--- src/rtl/digit_pkg.sv ---
// Shared definitions for the cascaded timer digits: mode codes, FSM states,
// digit width and the fallback maximum used when max_value is left at 0.
package digit_pkg;

  localparam int DIGIT_WIDTH = 4;
  localparam logic [DIGIT_WIDTH-1:0] DIGIT_MAX_DEFAULT = 4'd9;

  localparam logic [3:0] ST_RESET = 4'd0;
  localparam logic [3:0] ST_SET   = 4'd1;
  localparam logic [3:0] ST_HOLD  = 4'd2;
  localparam logic [3:0] ST_START = 4'd3;

  typedef logic [DIGIT_WIDTH-1:0] digit_w_t;

  typedef enum logic [1:0] {
    S_RESET,
    S_SET,
    S_HOLD,
    S_RUN
  } fsm_state_t;

endpackage

--- src/rtl/carry_edge_detect.sv ---
// Falling-edge detector for the carry level coming from the lower digit.
// Define CARRY_SYNC_EN to insert a 2-flop synchronizer ahead of the detector.
module carry_edge_detect (
  input  logic i_clk,
  input  logic i_rst_n,
  input  logic i_carry_in,
  output logic o_carry_eff,
  output logic o_event
);

  logic w_carryEff;
  logic r_carryQ;

`ifdef CARRY_SYNC_EN
  logic [1:0] r_sync;

  always_ff @(posedge i_clk or negedge i_rst_n) begin
    if (!i_rst_n) begin
      r_sync <= 2'b00;
    end else begin
      r_sync <= {r_sync[0], i_carry_in};
    end
  end

  assign w_carryEff = r_sync[1];
`else
  assign w_carryEff = i_carry_in;
`endif

  // Sampled in every mode so entering run with carry already high is not an edge.
  always_ff @(posedge i_clk or negedge i_rst_n) begin
    if (!i_rst_n) begin
      r_carryQ <= 1'b0;
    end else begin
      r_carryQ <= w_carryEff;
    end
  end

  assign o_carry_eff = w_carryEff;
  assign o_event     = r_carryQ & ~w_carryEff;

endmodule

--- src/rtl/digit_module_upper.sv ---
// Upper digit of the cascaded timer: counts carry falling edges from the digit
// below and forwards its own carry level upward. CARRY_SYNC_EN adds input sync.
module digit_module_upper
  import digit_pkg::*;
#(
  parameter int                WIDTH       = DIGIT_WIDTH,
  parameter logic [WIDTH-1:0]  MAX_DEFAULT = DIGIT_MAX_DEFAULT
) (
  input  logic             i_clk,
  input  logic             i_rst_n,
  input  logic [3:0]       i_state,
  input  logic [WIDTH-1:0] i_set_value,
  input  logic [WIDTH-1:0] i_max_value,
  input  logic             i_carry_in,
  output logic [WIDTH-1:0] o_digit_out,
  output logic             o_carry_out,
  output logic             o_wrap_pulse
);

  logic             w_carryEff;
  logic             w_event;
  fsm_state_t       r_state;
  fsm_state_t       w_stateNext;
  logic [WIDTH-1:0] r_digit;
  logic [WIDTH-1:0] w_digitNext;
  logic [WIDTH-1:0] w_effMax;
  logic [WIDTH:0]   w_sum;
  logic             w_wrapNext;
  logic             w_carryOutNext;
  logic             r_carryOut;
  logic             r_wrap;

  carry_edge_detect u_carry_edge_detect (
    .i_clk       (i_clk),
    .i_rst_n     (i_rst_n),
    .i_carry_in  (i_carry_in),
    .o_carry_eff (w_carryEff),
    .o_event     (w_event)
  );

  assign w_effMax = (i_max_value == '0) ? MAX_DEFAULT : i_max_value;
  assign w_sum    = {1'b0, r_digit} + (WIDTH+1)'(1);

  always_ff @(posedge i_clk or negedge i_rst_n) begin
    if (!i_rst_n) begin
      r_state <= S_RESET;
    end else begin
      r_state <= w_stateNext;
    end
  end

  // Run cannot jump straight to set; unlisted mode codes behave as hold.
  always_comb begin
    w_stateNext = r_state;
    if (i_state == ST_RESET) begin
      w_stateNext = S_RESET;
    end else begin
      case (r_state)
        S_RESET: begin
          if (i_state == ST_SET)        w_stateNext = S_SET;
          else if (i_state == ST_START) w_stateNext = S_RUN;
        end
        S_SET: begin
          if (i_state == ST_START)      w_stateNext = S_RUN;
          else if (i_state != ST_SET)   w_stateNext = S_HOLD;
        end
        S_RUN: begin
          if (i_state != ST_START && i_state != ST_SET) w_stateNext = S_HOLD;
        end
        S_HOLD: begin
          if (i_state == ST_START)      w_stateNext = S_RUN;
        end
        default: w_stateNext = S_RESET;
      endcase
    end
  end

  // Actions follow the mode being entered, so reset or hold in the event cycle wins.
  always_comb begin
    w_digitNext = r_digit;
    w_wrapNext  = 1'b0;
    case (w_stateNext)
      S_RESET: w_digitNext = '0;
      S_SET:   w_digitNext = (i_set_value > w_effMax) ? w_effMax : i_set_value;
      S_RUN: begin
        if (w_event) begin
          if (r_digit >= w_effMax) begin
            w_digitNext = '0;
            w_wrapNext  = 1'b1;
          end else begin
            w_digitNext = w_sum[WIDTH-1:0];
          end
        end
      end
      default: w_digitNext = r_digit;
    endcase
    w_carryOutNext = ((w_stateNext == S_RUN) || (w_stateNext == S_HOLD)) &&
                     (w_digitNext == w_effMax) && w_carryEff;
  end

  always_ff @(posedge i_clk or negedge i_rst_n) begin
    if (!i_rst_n) begin
      r_digit    <= '0;
      r_carryOut <= 1'b0;
      r_wrap     <= 1'b0;
    end else begin
      r_digit    <= w_digitNext;
      r_carryOut <= w_carryOutNext;
      r_wrap     <= w_wrapNext;
    end
  end

  assign o_digit_out  = r_digit;
  assign o_carry_out  = r_carryOut;
  assign o_wrap_pulse = r_wrap;

endmodule

--- config.mk ---
export PLATFORM = sky130hd
export DESIGN_NAME = digit_module_upper
export DESIGN_NICKNAME = d
export VERILOG_FILES = /design/src/rtl/digit_pkg.sv /design/src/rtl/carry_edge_detect.sv /design/src/rtl/digit_module_upper.sv
export SDC_FILE = /design/constraint.sdc
export NUM_CORES = 1
export LEC_CHECK = 0
export CAP_MARGIN = 0
export CORE_AREA = 2 2 51 53
export DETAILED_ROUTE_END_ITERATION = 16
export DIE_AREA = 0 0 53 55
export PLACE_DENSITY_LB_ADDON = 0.2
export SYNTH_ARGS = -nofsm -noshare
export SYNTH_HDL_FRONTEND = slang
export SYNTH_HIERARCHICAL = 1
export SYNTH_SLANG_ARGS = --single-unit
--- constraint.sdc ---
create_clock -name i_clk -period 2.9 [get_ports i_clk]
set_input_delay 0.58 -clock i_clk [delete_from_list [all_inputs] [get_ports i_clk]]
set_output_delay 0.58 -clock i_clk [all_outputs]
set_load 0.05 [all_outputs]
==> out/metrics.yaml, run 1 <==
status: "complete, no violations"
seqPwrFrac: 0.297
syn2layout_area_growth_pct: 40.7
crit-reg2reg-launch: "o_digit_out[2]"
netlist.area_leader.share: 0.245
cts_made_buffers: 3
grt_max_degree: 10
layout-drive-gt1-share: 0.243
setup_viol: 0
grt_pass1_vias: 1013
r2r_end: "o_carry_out"
port_buffers: 20
finalClockSkew_ns: 0.00387
maxCapViolCount: 0
initial_core_util: 0.388
intPower_uw: 341
layout_common_cells: "clkdlybuf4s50_1, buf_4, ha_1, dfrtp_1, nor2_1"
path_cells: "clkdlybuf4s50_1 > nor3_2 > nor2_2 > ha_1 > and2_1 > a221o_1 > and2_4 > o211ai_1 > nand4_1 > a211oi_2"
wire_per_inst_um: 15.2
ys.flop_type: "dfrtp_1"
grt_pass1_wl_mm: 4.23
path_class: "in2reg"
coreArea_um2: 2360
tightest_slew_ns: 0.494
hpwlAfterDp_mm: 2.10
worstPathRequired_ns: 3.06
power.share.clock: 0.164
netlist_instances: 100
clock_sinks: 9
finalSetupTns_ns: 0
slew_headroom: 0.668
synth_edf_count: 0
endpoint: "o_carry_out"
h-tree-depth: 1
grt_usage: 0.199
hold_viol_final: 0
p_sw_uw: 224
place_congestion: 0.914
crit_cells: 10
critical_path_arrival_ns: 2.93
crit_path_max_incr_delay_ns: 0.43
overflow: 0
worstSkewPairLatency_ns: 0.26
multi_input_area_um2: 668
holdCritPathClass: "reg2reg"
drtIter0Drc: 3
antenna_found_initial: 0
wirelength_mm: 2.53
yosysTopAreaCell: "dfrtp_1"
startpoint_type: "input pin"
postRouteAntennaNets: 0
async_flop_share: 1.00
drc: 0
p_per_area_nw_per_um2: 437
stdcell_count: 166
cts_buffer_depth: 2
path_buf_inv: 1
dp.cells: 161
drv_slew: 0
synth_area_per_cell_um2: 9.18
ys_seq_elements: 9
crit_start: "i_max_value[0]"
period_needed_ns: 2.77
crit_path_end_kind: "flop"
ioPinCount: 21
num_vias: 933
cp_top_family: "compound AO/OA/AOI/OAI gates"
synth_nets: 124
clk_pin_slew_ns: 0.06
sw_frac_of_total: 0.396
layout_commonest_cell: "clkdlybuf4s50_1"
seq_area_frac_synth: 0.245
vias_per_cell: 5.62
rrSetupSlack_ns: 0.62
regArea_um2: 225
power.static_leakage_uw: 0.000578
finalNetCount: 161
die_area_um2: 2920
max_freq_mhz: 362
antenna_cells: 0
period_share: 0.954
netlist_area_um2: 918
combPwrFrac: 0.539
synthTopCellsByArea: "dfrtp_1, ha_1, nor2_1, a221oi_4, nand4_1"
cts_tree: "built"
critPathSlowestCell: "clkdlybuf4s50_1"
reg2regPathDepth: 8
cts-root-buf: "clkbuf_4"
fp-row-count: 18
first_pass_iters: 3
yosysWarningCount: 6
vdd_drop_max_mv: 0.401
dieHeight_um: 55
crit_path_max_fanout: 5
fp.dieW_um: 53
ys_types: 47
num-fill-cells: 232
[area by class of cell]
class | instances | area share
clock buffer | 4 | 0.0203
timing repair buffer | 35 | 0.248
tap | 30 | 0.0290
inverter | 4 | 0.0116
sequential | 9 | 0.174
multi-input combinational | 84 | 0.517
[power groups by stage]
stage,clock (uW),combinational (uW),sequential (uW)
after floorplan,0,156,199
after detailed placement,0,290,170
final,93.0,305,168
after CTS,95.3,292,168
after global routing,107,331,170
after global placement,0,282,170
[repair_timing]
| action | 4_1_cts | 5_1_grt |
|---|---|---|
| setup buffers | 0 | 1 |
| setup endpoints to repair | 0 | 1 |
| hold endpoints to repair | 0 | 0 |
| resized for setup | 0 | 7 |
| hold buffers | 0 | 0 |
[how the worst min path moves through the flow]
stage                     cells after the start          end  startpoint  slack [ns]
after floorplan                               0  o_carry_out     i_rst_n        0.28
after detailed placement                      1   r_state[0]  r_state[1]        0.57
final                                         1   r_state[0]  r_state[1]        0.58
after global routing                          1   r_state[0]  r_state[1]        0.62
after CTS                                     1   r_state[0]  r_state[1]        0.58
after global placement                        1   r_state[0]  r_state[1]        0.55
[synthesized netlist by cell type (2+ instances only)]
| cell type | instances |
|---|---|
| inv_1 | 4 |
| nor2b_1 | 3 |
| nand2_1 | 4 |
| ha_1 | 9 |
| or3b_1 | 2 |
| buf_6 | 2 |
| mux2i_1 | 2 |
| a21o_1 | 2 |
| nand4_1 | 4 |
| nand2b_1 | 2 |
| nand3_1 | 4 |
| o21a_1 | 3 |
| o21ai_1 | 2 |
| and2_1 | 2 |
| nor2_1 | 8 |
| a21oi_1 | 4 |
| o211ai_1 | 2 |
| dfrtp_1 | 9 |
| nor3_1 | 4 |
[through the flow]
| stage | power [uW] | setup WS [ns] | util | area [um2] | hold WS [ns] |
|---|---|---|---|---|---|
| detailed placement | 460 | -0.237 | 0.521 | 1230 | 0.575 |
| CTS | 555 | 0.0294 | 0.532 | 1260 | 0.583 |
| global route | 608 | -0.00430 | 0.547 | 1290 | 0.615 |
| finish | 565 | 0.134 | 0.547 | 1290 | 0.581 |
| global placement | 452 | -0.0999 | 0.521 | 1230 | 0.548 |
| floorplan | 356 | 0.370 | - | 918 | 0.284 |
[metal layers]
layer | global-route usage | share of wire | up-vias
met2 | 0.367 | 0.51 | 28
met4 | 0.0940 | 0.042 | 0
met5 | 0 | 0 | -
met1 | 0.213 | 0.40 | 434
li1 | - | - | 459
met3 | 0.0511 | 0.049 | 12
[cell families after synthesis]
| kind of cell | count (synthesis) | share of synthesized area |
|---|---|---|
| AO/OA/AOI/OAI | 29 | 0.268 |
| XOR/XNOR | 1 | 0.00954 |
| adder cells (fa/ha/maj) | 9 | 0.123 |
| flip-flops | 9 | 0.245 |
| AND/OR/NAND/NOR | 42 | 0.271 |
| multiplexers | 3 | 0.0341 |
| buffers and inverters | 7 | 0.0490 |
[flip-flops by register name, summed over array words and instances, names as in the netlist]
signal / count
o_wrap_pulse: 1
r_state: 2
o_carry_out: 1
u_carry_edge_detect/r_carryQ: 1
o_digit_out: 4
No activity file was read; power rests on OpenSTA's default activity.
==> run 2: changes to the inputs <==
CORE_AREA = 2 2 54 56   (was 2 2 51 53)
CTS_BUF_LIST = sky130_fd_sc_hd__clkbuf_4 sky130_fd_sc_hd__clkbuf_8   (was unset)
DIE_AREA = 0 0 56 58   (was 0 0 53 55)
SYNTH_HIERARCHICAL = unset   (was 1)
clock period = 2.3 ns   (was 2.9 ns; I/O delays follow)
==> run 2 against run 1 <==
  * Hold slack lost 0.096 ns
  * Clock skew shrank 0.0023 ns
  * Wire length grew 37%
  * Via count grew 34%
==> out/metrics.yaml, run 2 <==
p_sw_uw: 519  # was 224 uW
synthTopCellsByArea: "dfrtp_1, ha_1, nor2_1, a21oi_1, nor3_1"  # was dfrtp_1, ha_1, nor2_1, a221oi_4, nand4_1
grtUsageMet3: 0.0223  # was 0.0511
grt_usage: 0.220  # was 0.199
use_met2: 0.395  # was 0.367
wire_per_inst_um: 16.1  # was 15.2 um
holdCritPathClass: "in2async"  # was reg2reg
maxCapViolCount: 0  # unchanged
initial_core_util: 0.378  # was 0.388
hpwlAfterDp_mm: 2.57  # was 2.10 mm
yosysTopAreaCell: "dfrtp_1"  # unchanged
worstSkewPairLatency_ns: 0.27  # was 0.26 ns
fp.dieW_um: 56  # was 53 um
die_area_um2: 3250  # was 2920 um2
vdd_drop_max_mv: 0.753  # was 0.401 mV
coreArea_um2: 2660  # was 2360 um2
startpoint_type: "input pin"  # unchanged
rsz0062_at_grt: "yes"
first_pass_iters: 4  # was 3
netlist.area_leader.share: 0.224  # was 0.245
place_congestion: 0.868  # was 0.914
synth-compound-area-share: 0.318  # was 0.268
ys_seq_elements: 9  # unchanged
synth_fa_ha_area_frac: 0.112  # was 0.123
vias_per_cell: 5.83  # was 5.62
final_util: 0.648  # was 0.547
netlist_instances: 122  # was 100
largest_register_ffs: 4  # unchanged
ys_types: 44  # was 47
period_needed_ns: 2.26
layout_commonest_cell: "buf_4"  # was clkdlybuf4s50_1
ys_top_cells_by_count: "nor2_1, dfrtp_1, ha_1, inv_1"  # was dfrtp_1, ha_1, nor2_1
slew_headroom: 0.671  # was 0.668
crit_path_end_kind: "flop"  # unchanged
async_flop_share: 1.00  # unchanged
setup_viol: 0  # unchanged
synth_edf_count: 0  # unchanged
p_per_area_nw_per_um2: 657  # was 437 nW/um2
sw_frac_of_total: 0.457  # was 0.396
grt_pass1_vias: 1251  # was 1013
power.share.clock: 0.111  # was 0.164
syn2layout_area_growth_pct: 71.6  # was 40.7%
stdcell_count: 215  # was 166
synth.mux.area_fraction: 0.0211  # was 0.0341
antenna_found_initial: 0  # unchanged
finalClockSkew_ns: 0.00156  # was 0.00387 ns
tightest_slew_ns: 0.492  # was 0.494 ns
synth_area_per_cell_um2: 8.25  # was 9.18 um2
use_met1: 0.265  # was 0.213
finalNetCount: 209  # was 161
clk_pin_slew_ns: 0.06  # about the same
fp-row-count: 19  # was 18
drv_slew: 0  # unchanged
overflow: 0  # unchanged
path_class: "in2reg"  # unchanged
netlist_area_um2: 1010  # was 918 um2
ioPinCount: 21  # unchanged
postRouteAntennaNets: 0  # unchanged
power.static_leakage_uw: 0.000728  # was 0.000578 uW
wirelength_mm: 3.47  # was 2.53 mm
num_vias: 1254  # was 933
ys.flop_type: "dfrtp_1"  # unchanged
port_buffers: 20  # unchanged
period_share: 0.983
antenna_cells: 0  # unchanged
grt_pass1_wl_mm: 5.62  # was 4.23 mm
post_synth_and_or_nand_nor_area_fraction: 0.286  # was 0.271
drtIter0Drc: 22  # was 3
seq_area_frac_synth: 0.224  # was 0.245
critical_path_arrival_ns: 2.43  # was 2.93 ns
combPwrFrac: 0.679  # was 0.539
cts_made_buffers: 3  # unchanged
yosysWarningCount: 0  # was 6
dieHeight_um: 58  # was 55 um
intPower_uw: 615  # was 341 uW
status: "complete, no violations"  # unchanged
clock_sinks: 9  # unchanged
dp.cells: 207  # was 161
synthXorXnorAreaFrac: 0  # was 0.00954
synth_top_family_by_area: "compound AO/OA/AOI/OAI gates"  # was simple AND/OR/NAND/NOR gates
h-tree-depth: 1  # unchanged
layout_common_cells: "buf_4, clkdlybuf4s50_1, nor2_1"  # was clkdlybuf4s50_1, buf_4, ha_1, dfrtp_1, nor2_1
worstPathRequired_ns: 2.47  # was 3.06 ns
grt_max_degree: 10  # unchanged
hold_viol_final: 0  # unchanged
gr-max-usage-layer: "met2"  # unchanged
cts_tree: "built"  # unchanged
max_freq_mhz: 442
synth_nets: 146  # was 124
cts_buffer_depth: 2  # unchanged
hold_buffers: 0  # unchanged
crit_path_max_fanout: 4  # was 5
post-synth-top-count-cell: "nor2_1"
cts-root-buf: "clkbuf_4"  # unchanged
layout-drive-gt1-share: 0.435  # was 0.243
drc: 0  # unchanged
seqPwrFrac: 0.210  # was 0.297
## run 2: cell families (layout without fill, tap and decap cells)
logic type,Yosys count,after routing
AOI/OAI and AO/OA,41,41
adders and majority gates,9,9
DFF,9,9
buffers and inverters,10,72
muxes,2,2
and+or+nand+nor,51,51
## run 2: final cells by class
type	count	area (um2)
fillers	217	936
multi-input cells	103	910
repair buffers	60	495
flip-flops and latches	9	225
well taps	31	38.8
inverters	8	30.0
clock buffers	3	22.5
clock inverters	1	5.00
## run 2: stage by stage
| step | instance area [um2] | setup WS, ns | hold WS, ns | TNS [ns] | total power [uW] |
|---|---|---|---|---|---|
| 6_report | 1730 | 0.0386 | 0.484 | 0 | 1130 |
| 5_1_grt | 1730 | -0.0614 | 0.533 | -0.0668 | 1200 |
| 4_1_cts | 1640 | 0.00432 | 0.490 | 0 | 1060 |
| 3_5_place_dp | 1510 | -0.548 | 0.702 | -2.35 | 872 |
| 3_3_place_gp | 1510 | -0.478 | 0.686 | -2.03 | 863 |
| 2_1_floorplan | 1010 | 0.0232 | 0.164 | 0 | 583 |
## run 2: power groups by stage
stage | sequential, uW | clock, uW | combinational [uW]
CTS | 229 | 129 | 702
detailed placement | 232 | 0 | 640
finish | 239 | 126 | 770
floorplan | 308 | 0 | 275
global placement | 233 | 0 | 630
global route | 245 | 129 | 822
## run 2: metal layers
layer / vias up / routed length, um / share of wire
met3: 14 / 167 / 0.048
met4: 0 / 117 / 0.034
met1: 592 / 1470 / 0.42
li1: 602 / - / -
met2: 46 / 1710 / 0.49
met5: - / 0 / 0
## run 2: worst paths after layout
kind	from	to	slack, ns	cells past startpoint
worst max-delay path	i_state[0]	o_carry_out	0.04	8
worst max register to register	o_digit_out[3]	o_carry_out	0.28	7
worst min-delay path	i_rst_n	r_state[1]	0.48	1
min in group i_clk	r_state[0]	r_state[0]	0.74	2
max in group asynchronous	i_rst_n	o_digit_out[3]	1.53	1
worst min register to register	r_state[0]	r_state[0]	0.74	2
## run 2: critical path: stages
cell and delay, ns:
clkdlybuf4s50_1 0.42, buf_4 0.16, nor3b_2 0.16, o41a_1 0.47
a21oi_2 0.24, a21o_1 0.15, o211ai_1 0.10, nor4_2 0.28
## run 2: repair_timing
action | 4_1_cts | 5_1_grt
setup buffers | 2 | 2
resized for setup | 23 | 12
endpoints found under the setup margin | 5 | 5
pin swaps | 10 | 10
